--- src/rtl/io_pkg.sv ---
// Shared IO-map constants for the memory-mapped IO block and its input conditioner.
package io_pkg;

    localparam int unsigned NUM_SW  = 10;
    localparam int unsigned NUM_BTN = 5;

    typedef logic [11:0] io_addr_t;

    localparam io_addr_t ADDR_LEDS     = 12'hFFF;
    localparam io_addr_t ADDR_SWITCHES = 12'hFFE;
    localparam io_addr_t ADDR_HEX_HI   = 12'hFFD;
    localparam io_addr_t ADDR_HEX_MID  = 12'hFFC;
    localparam io_addr_t ADDR_HEX_LO   = 12'hFFB;
    localparam io_addr_t ADDR_EVENTS   = 12'hFFA;

    function automatic logic is_hex_addr(input io_addr_t addr);
        return (addr >= ADDR_HEX_LO) && (addr <= ADDR_HEX_HI);
    endfunction

endpackage

--- src/rtl/debounce_bit.sv ---
// One input bit: two-flop synchronizer, optional polarity inversion, stable-count debouncer.
module debounce_bit #(
    parameter int unsigned DEBOUNCE_CYCLES = 500000,
    parameter bit          INVERT          = 1'b0
) (
    input  logic clk,
    input  logic reset,
    input  logic raw,
    output logic level,
    output logic rise
);

    localparam int CW = $clog2(DEBOUNCE_CYCLES);
    localparam logic [CW-1:0] LAST = CW'(DEBOUNCE_CYCLES - 1);

    logic          meta_q;
    logic          sync_q;
    logic          sync_val;
    logic          stable_q, stable_d;
    logic [CW-1:0] cnt_q, cnt_d;

    // Raw-side flops reset to the released level so the corrected value starts at 0.
    always_ff @(posedge clk or posedge reset) begin
        if (reset) begin
            meta_q <= INVERT;
            sync_q <= INVERT;
        end else begin
            meta_q <= raw;
            sync_q <= meta_q;
        end
    end

    assign sync_val = sync_q ^ INVERT;

    always_comb begin
        stable_d = stable_q;
        cnt_d    = '0;
        if (sync_val != stable_q) begin
            if (cnt_q == LAST) begin
                stable_d = sync_val;
            end else begin
                cnt_d = cnt_q + CW'(1);
            end
        end
    end

    always_ff @(posedge clk or posedge reset) begin
        if (reset) begin
            stable_q <= 1'b0;
            cnt_q    <= '0;
        end else begin
            stable_q <= stable_d;
            cnt_q    <= cnt_d;
        end
    end

    assign level = stable_q;
    // Look-ahead so the top can flag an event on the same edge the level rises.
    assign rise  = stable_d & ~stable_q;

endmodule

--- src/rtl/io_input_conditioner.sv ---
// Debounces board switches and buttons and keeps sticky, software-clearable press flags.
module io_input_conditioner
    import io_pkg::*;
#(
    parameter int unsigned NUM_SW          = io_pkg::NUM_SW,
    parameter int unsigned NUM_BTN         = io_pkg::NUM_BTN,
    parameter int unsigned DEBOUNCE_CYCLES = 500000,
    parameter int unsigned BTN_ACTIVE_LOW  = 1
) (
    input  logic               clk,
    input  logic               reset,
    input  logic [NUM_SW-1:0]  switches_raw,
    input  logic [NUM_BTN-1:0] buttons_raw,
    input  logic               evt_clear,
    input  logic [NUM_BTN-1:0] evt_clear_mask,
    output logic [NUM_SW-1:0]  switches,
    output logic [NUM_BTN-1:0] pushButtons,
    output logic [NUM_BTN-1:0] press_events,
    output logic               event_any
);

    logic [NUM_SW-1:0]  sw_rise_unused;
    logic [NUM_BTN-1:0] btn_rise;
    logic [NUM_BTN-1:0] clear_bits;
    logic [NUM_BTN-1:0] press_events_q, press_events_d;

    for (genvar i = 0; i < NUM_SW; i++) begin : g_sw
        debounce_bit #(
            .DEBOUNCE_CYCLES(DEBOUNCE_CYCLES),
            .INVERT         (1'b0)
        ) u_db (
            .clk  (clk),
            .reset(reset),
            .raw  (switches_raw[i]),
            .level(switches[i]),
            .rise (sw_rise_unused[i])
        );
    end

    for (genvar i = 0; i < NUM_BTN; i++) begin : g_btn
        debounce_bit #(
            .DEBOUNCE_CYCLES(DEBOUNCE_CYCLES),
            .INVERT         (BTN_ACTIVE_LOW != 0)
        ) u_db (
            .clk  (clk),
            .reset(reset),
            .raw  (buttons_raw[i]),
            .level(pushButtons[i]),
            .rise (btn_rise[i])
        );
    end

    // A fresh press is ORed in after the clear so it survives a same-cycle acknowledge.
    always_comb begin
        clear_bits     = evt_clear ? evt_clear_mask : '0;
        press_events_d = (press_events_q & ~clear_bits) | btn_rise;
    end

    always_ff @(posedge clk or posedge reset) begin
        if (reset) begin
            press_events_q <= '0;
        end else begin
            press_events_q <= press_events_d;
        end
    end

    assign press_events = press_events_q;
    assign event_any    = |press_events_q;

endmodule

--- config.mk ---
export PLATFORM = sky130hd
export DESIGN_NAME = io_input_conditioner
export DESIGN_NICKNAME = d
export VERILOG_FILES = /design/src/rtl/io_pkg.sv /design/src/rtl/debounce_bit.sv /design/src/rtl/io_input_conditioner.sv
export SDC_FILE = /design/constraint.sdc
export NUM_CORES = 1
export LEC_CHECK = 0
export BUFFER_PORTS_ARGS = -buffer_cell sky130_fd_sc_hd__buf_2
export CAP_MARGIN = 20
export CELL_PAD_IN_SITES_DETAIL_PLACEMENT = 2
export CELL_PAD_IN_SITES_GLOBAL_PLACEMENT = 2
export CORE_AREA = 2 2 192 270
export DETAILED_ROUTE_END_ITERATION = 8
export DIE_AREA = 0 0 194 272
export GPL_TIMING_DRIVEN = 0
export HOLD_SLACK_MARGIN = 0.1
export PLACE_DENSITY_LB_ADDON = 0.1
export SYNTH_ARGS = -nofsm -noshare
export SYNTH_HDL_FRONTEND = slang
export SYNTH_HIERARCHICAL = 1
export SYNTH_SLANG_ARGS = --single-unit
--- constraint.sdc ---
create_clock -name clk -period 2 [get_ports clk]
set_input_delay 0.1 -clock clk [delete_from_list [all_inputs] [get_ports clk]]
set_output_delay 0.1 -clock clk [all_outputs]
set_load 0.005 [all_outputs]
### After elaboration in Yosys (flattened, before gate mapping)

Cells that the tools add are included.

| operators by class | value |
|---|---|
| add/subtract/negate cells | 15 |
| eq/ne operators | 30 |
| muxes and demuxes | 41 |
| bitwise logic cells | 18 |
| reductions and logical operators | 11 |

Operators by type and width:

| kind | count |
|---|---|
| $mux 19 | 30 |
| $add 19x1->19 const B | 15 |
| $eq 19x19->1 const B | 15 |
| $reduce_and 2->1 | 10 |
| $ne 1x1->1 | 15 |
| $mux 1 | 10 |
| $not 1->1 | 10 |
| $and 1x1->1 | 5 |
| $and 5x5->5 | 1 |
| $mux 5 | 1 |
| $not 5->5 | 1 |
| $or 5x5->5 | 1 |
| $reduce_or 5->1 | 1 |

| word-level totals | value |
|---|---|
| flip-flop bits (word level) | 335 |
| bits of input ports | 23 |
| output and inout bits | 21 |
| logic and storage cells | 176 |

### Longest topological paths before layout

| logic depth | value |
|---|---|
| depth after elaboration | 5 |
| depth in mapped cells | 7 |
| mapped depth without buffers | 6 |

### Modules after synthesis

Netlist, hierarchy kept.

By module, submodules not included:

| module | times used | cells each | area each (µm²) | seq. area each (µm²) |
|---|---|---|---|---|
| debounce_bit (g_sw[0].u_db ...) | 10 | 107 | 1129.8 | 550.5 |
| debounce_bit (g_btn[0].u_db ...) | 5 | 109 | 1189.9 | 553.0 |
| io_input_conditioner | 1 | 19 | 197.7 | 125.1 |

### Least setup slack after synthesis

Ideal clock, no wire load.

| timing path | value |
|---|---|
| kind | flip-flop to flip-flop |
| from | register g_btn[0].u_db.cnt_q[0] |
| to | register g_btn[0].u_db.cnt_q[15] |
| library setup time | 0.069 ns |
| arrival | 1.561 ns |
| data required time | 1.931 ns |
| setup slack | 0.370 ns |
| cell stages (with the launch flop) | 8 |
| buffers on the path | 2 |
| period minus slack after synthesis | 1.630 ns |
| cells stage by stage | dfrtp_1 > ha_1 > and3_1 > and4_4 > a21o_1 > buf_6 > buf_12 > nor2_2 |

| between the ends | value |
|---|---|
| cells in the longest elaborated chain, start to end | 3 |
| elaborated cells on any way between the ends | 4 |
| those cells by class | add/sub (1); eq/ne (1); mux (2) |

RTL lines:

| element | line | source |
|---|---|---|
| start: declaration | debounce_bit.sv:20 | `logic [CW-1:0] cnt_q, cnt_d;` |
| start signal: assignment | debounce_bit.sv:53 | `cnt_q <= cnt_d;` |
| $add 19x1->19 / $eq 19x19->1 (equally long branches) | debounce_bit.sv:42, debounce_bit.sv:39 |  |
| $mux 19 * | debounce_bit.sv:39 | `if (cnt_q == LAST) begin` |
| $mux 19 * | debounce_bit.sv:38 | `if (sync_val != stable_q) begin` |
| named net g_btn[0].u_db.cnt_d[15] | debounce_bit.sv:20 |  |

Mark *: on every way through the listed nets, which the timed path passes. The rest lies on a longest branch.
A chain may end at the register's enable or synchronous reset.

### Final worst setup path

| timing path | value |
|---|---|
| from | register g_sw[2].u_db.cnt_q[0] |
| to | register g_sw[2].u_db.cnt_q[18] |

| between the ends | value |
|---|---|
| cells in the longest elaborated chain, start to end | 3 |
| elaborated cells on any way between the ends | 4 |
| those cells by class | add/sub (1); eq/ne (1); mux (2) |

RTL lines:

| element | line |
|---|---|
| start: declaration | debounce_bit.sv:20 |
| start signal: assignment | debounce_bit.sv:53 |
| $add 19x1->19 / $eq 19x19->1 (equally long branches) | debounce_bit.sv:42, debounce_bit.sv:39 |
| $mux 19 * | debounce_bit.sv:39 |
| $mux 19 * | debounce_bit.sv:38 |
| named net g_sw[2].u_db.cnt_d[18] | debounce_bit.sv:20 |

Marks and branches as above.

==> summary.txt <==
Outcome
  – Status: complete, no violations

Global route
  – First-pass GRT wire length: 73.78 mm
  – Largest net degree at the start of global routing: 23
  – Total track usage: 0.1661
  – Vias in the first global route: 14.41k
  – Initial antenna violation count: 0
  – Total gr overflow: 0

Setup path
  – Crit. End Element: register
  – Worst path max stage delay: 0.60 ns
  – Worst Path Buf+Inv: 0
  – CP max stage cell: or4_1
  – CP Launch Type: register
  – Crit path max-delay family: simple AND/OR/NAND/NOR gates
  – Critical path arrival: 2.25 ns
  – Worst-path cell chain: ha_1, nand3_2, or4_1, o21ai_0, a21oi_1
  – Worst-path maximum fanout: 6
  – Crit path required time: 2.41 ns
  – Crit path kind: reg2reg

Route
  – Detailed router's first-iteration violation count: 297
  – DRC errors left: 0
  – Antenna Nets Post-Route: 0
  – WL final: 41.75 mm
  – DR WL/cell: 17.31 µm
  – Vias: 12.51k
  – Pre-antenna DRT Iters: 4
  – Drt via density: 5.187

STA
  – Unrepaired setup endpoints after global routing: no
  – Setup violations, final: 0
  – Pins Over Slew Limit: 0
  – Fin Clk Skew: 0.008221 ns
  – Setup TNS: 0 ns
  – Minimum clock period after layout: 1.840 ns
  – Final hold violations: 0
  – Worst slew margin: 0.3934
  – F_max: 543.6 MHz
  – Measured slew at the worst slew-check pin: 0.9088 ns
  – Final period util: 0.9198
  – Worst hold slack: 0.1931 ns

Clock tree
  – Clock buffer depth: 3
  – CTS sink cnt: 335
  – CTS tree: built
  – Clock transition at the registers of the reported paths: 0.06 ns
  – H-tree depth: 2
  – Cts bufs inserted: 39
  – Root buf cell: clkbuf_16
  – Clock Latency Late Sink: 0.55 ns

Placement
  – HPWL after detailed placement: 28.84 mm
  – IO buf count: 43
  – GPL Wtd Cong: 0.7360

Power
  – PwrDens: 742.9 mW/mm²
  – LEAKAGE: 8.057 nW
  – Peak supply drop: 0.5927 mV
  – Pwr Total: 0.01486 W

Final layout
  – Final #Nets: 1,772
  – Syn-to-layout area delta: 15.25%
  – Antenna Cells: 0
  – Share of layout cells above drive strength 1: 0.1941
  – FILL cells: 5,388

Synthesis
  – Mapped Nets: 1,662
  – Post-Synthesis Cells: 1,624
  – Synth Cell Area: 0.01736 mm²
  – Syn. warnings: 6
  – Syn avg cell area: 10.69 µm²

Min path
  – Hold WC Path Type: in2reg

Job
  – Maxcap violations: 0

Floorplan
  – Die Height: 272 µm
  – Die width: 194 µm
  – Core ar.: 0.05052 mm²
  – Die area: 0.05277 mm²
  – Io pins: 44
  – Starting Density: 0.3436
  – FP Rows: 98
## worst register-to-register path: stages (launching register included)
cell,delay [ns]
dfrtp_1,0.41
ha_1,0.25
nand3_2,0.19
or4_1,0.60
o21ai_0,0.17
a21oi_1,0.09
## cells in the final DEF (no fill, tap or decap), types with 14 or more instances in the layout
cell	n
buf_2	43
nor2_4	35
dfrtp_1	325
nor2_1	261
nor4_1	49
and3_2	20
ha_1	14
clkbuf_16	41
xnor2_1	175
nand4b_1	30
mux2i_1	15
nand3_2	14
nand4_2	15
inv_1	81
nand4_1	30
a21oi_1	60
xor2_1	35
o21ai_0	20
nor3_1	50
dlygate4sd3_1	26
buf_6	15
or4_4	15
nor4_2	16
nand2_1	81
nand4_4	15
nand3_1	101
## sequential cells by signal, summed over array words and instances, names as in the netlist
name,cells
press_events,5
g_btn.u_db/level,5
g_sw.u_db/sync_q,10
g_btn.u_db/cnt_q,95
g_btn.u_db/sync_q,5
g_sw.u_db/level,10
g_sw.u_db/meta_q,10
g_btn.u_db/meta_q,5
g_sw.u_db/cnt_q,190
## report_power, final
group	switching [W]	internal, W
clock	0.00292	0.00436
combinational	0.000374	0.000206
sequential	0.000113	0.00689
total	0.00341	0.0115
## cell type report
cell class / instances / area, µm² / area share
multi-input combinational: 1188 / 8454 / 0.4226
timing repair buffer: 69 / 475.5 / 0.02377
buffer: 20 / 269.0 / 0.01345
clock buffer: 55 / 1139 / 0.05692
clock inverter: 14 / 153.9 / 0.007693
inverter: 81 / 304.0 / 0.01520
sequential: 335 / 8396 / 0.4197
tap: 650 / 813.3 / 0.04066
## per-stage QoR
step	worst slack (ns)	utilization	cell area [µm²]	instances
CTS	0.01532	0.3948	19940	2412
finish	0.1605	0.3960	20000	2412
global placement	0.05457	0.3640	18390	2317
global route	0.006759	0.3960	20000	2412
floorplan	0.3695	-	17360	1624
detailed placement	-0.01792	0.3640	18390	2317
## final timing paths
check	startpoint	end	slack, ns	depth (start not counted)
worst max-delay path	g_sw[2].u_db/cnt_q[0]	g_sw[2].u_db/cnt_q[18]	0.16	5
min in group asynchronous	reset	press_events[4]	0.31	3
max in group asynchronous	reset	g_btn[1].u_db/cnt_q[3]	0.83	3
worst min register to register	g_sw[8].u_db/meta_q	g_sw[8].u_db/sync_q	0.35	0
worst min-delay path	switches_raw[5]	g_sw[5].u_db/meta_q	0.19	2
worst max register to register	g_sw[2].u_db/cnt_q[0]	g_sw[2].u_db/cnt_q[18]	0.16	5
## routing by layer
layer  track usage  wire length (µm)
met5             0                 0
met4       0.04027               714
met3       0.02650              1105
met2        0.3190             22950
met1        0.1905             16990
## repair_timing
item,4_1_cts,5_1_grt
hold endpoints to repair,345,0
hold buffers,26,0
buffers inserted,0,0
resized for setup,1,12
pin swaps,0,0
endpoints found under the setup margin,1,29
Power figures use the tool's default switching activity.
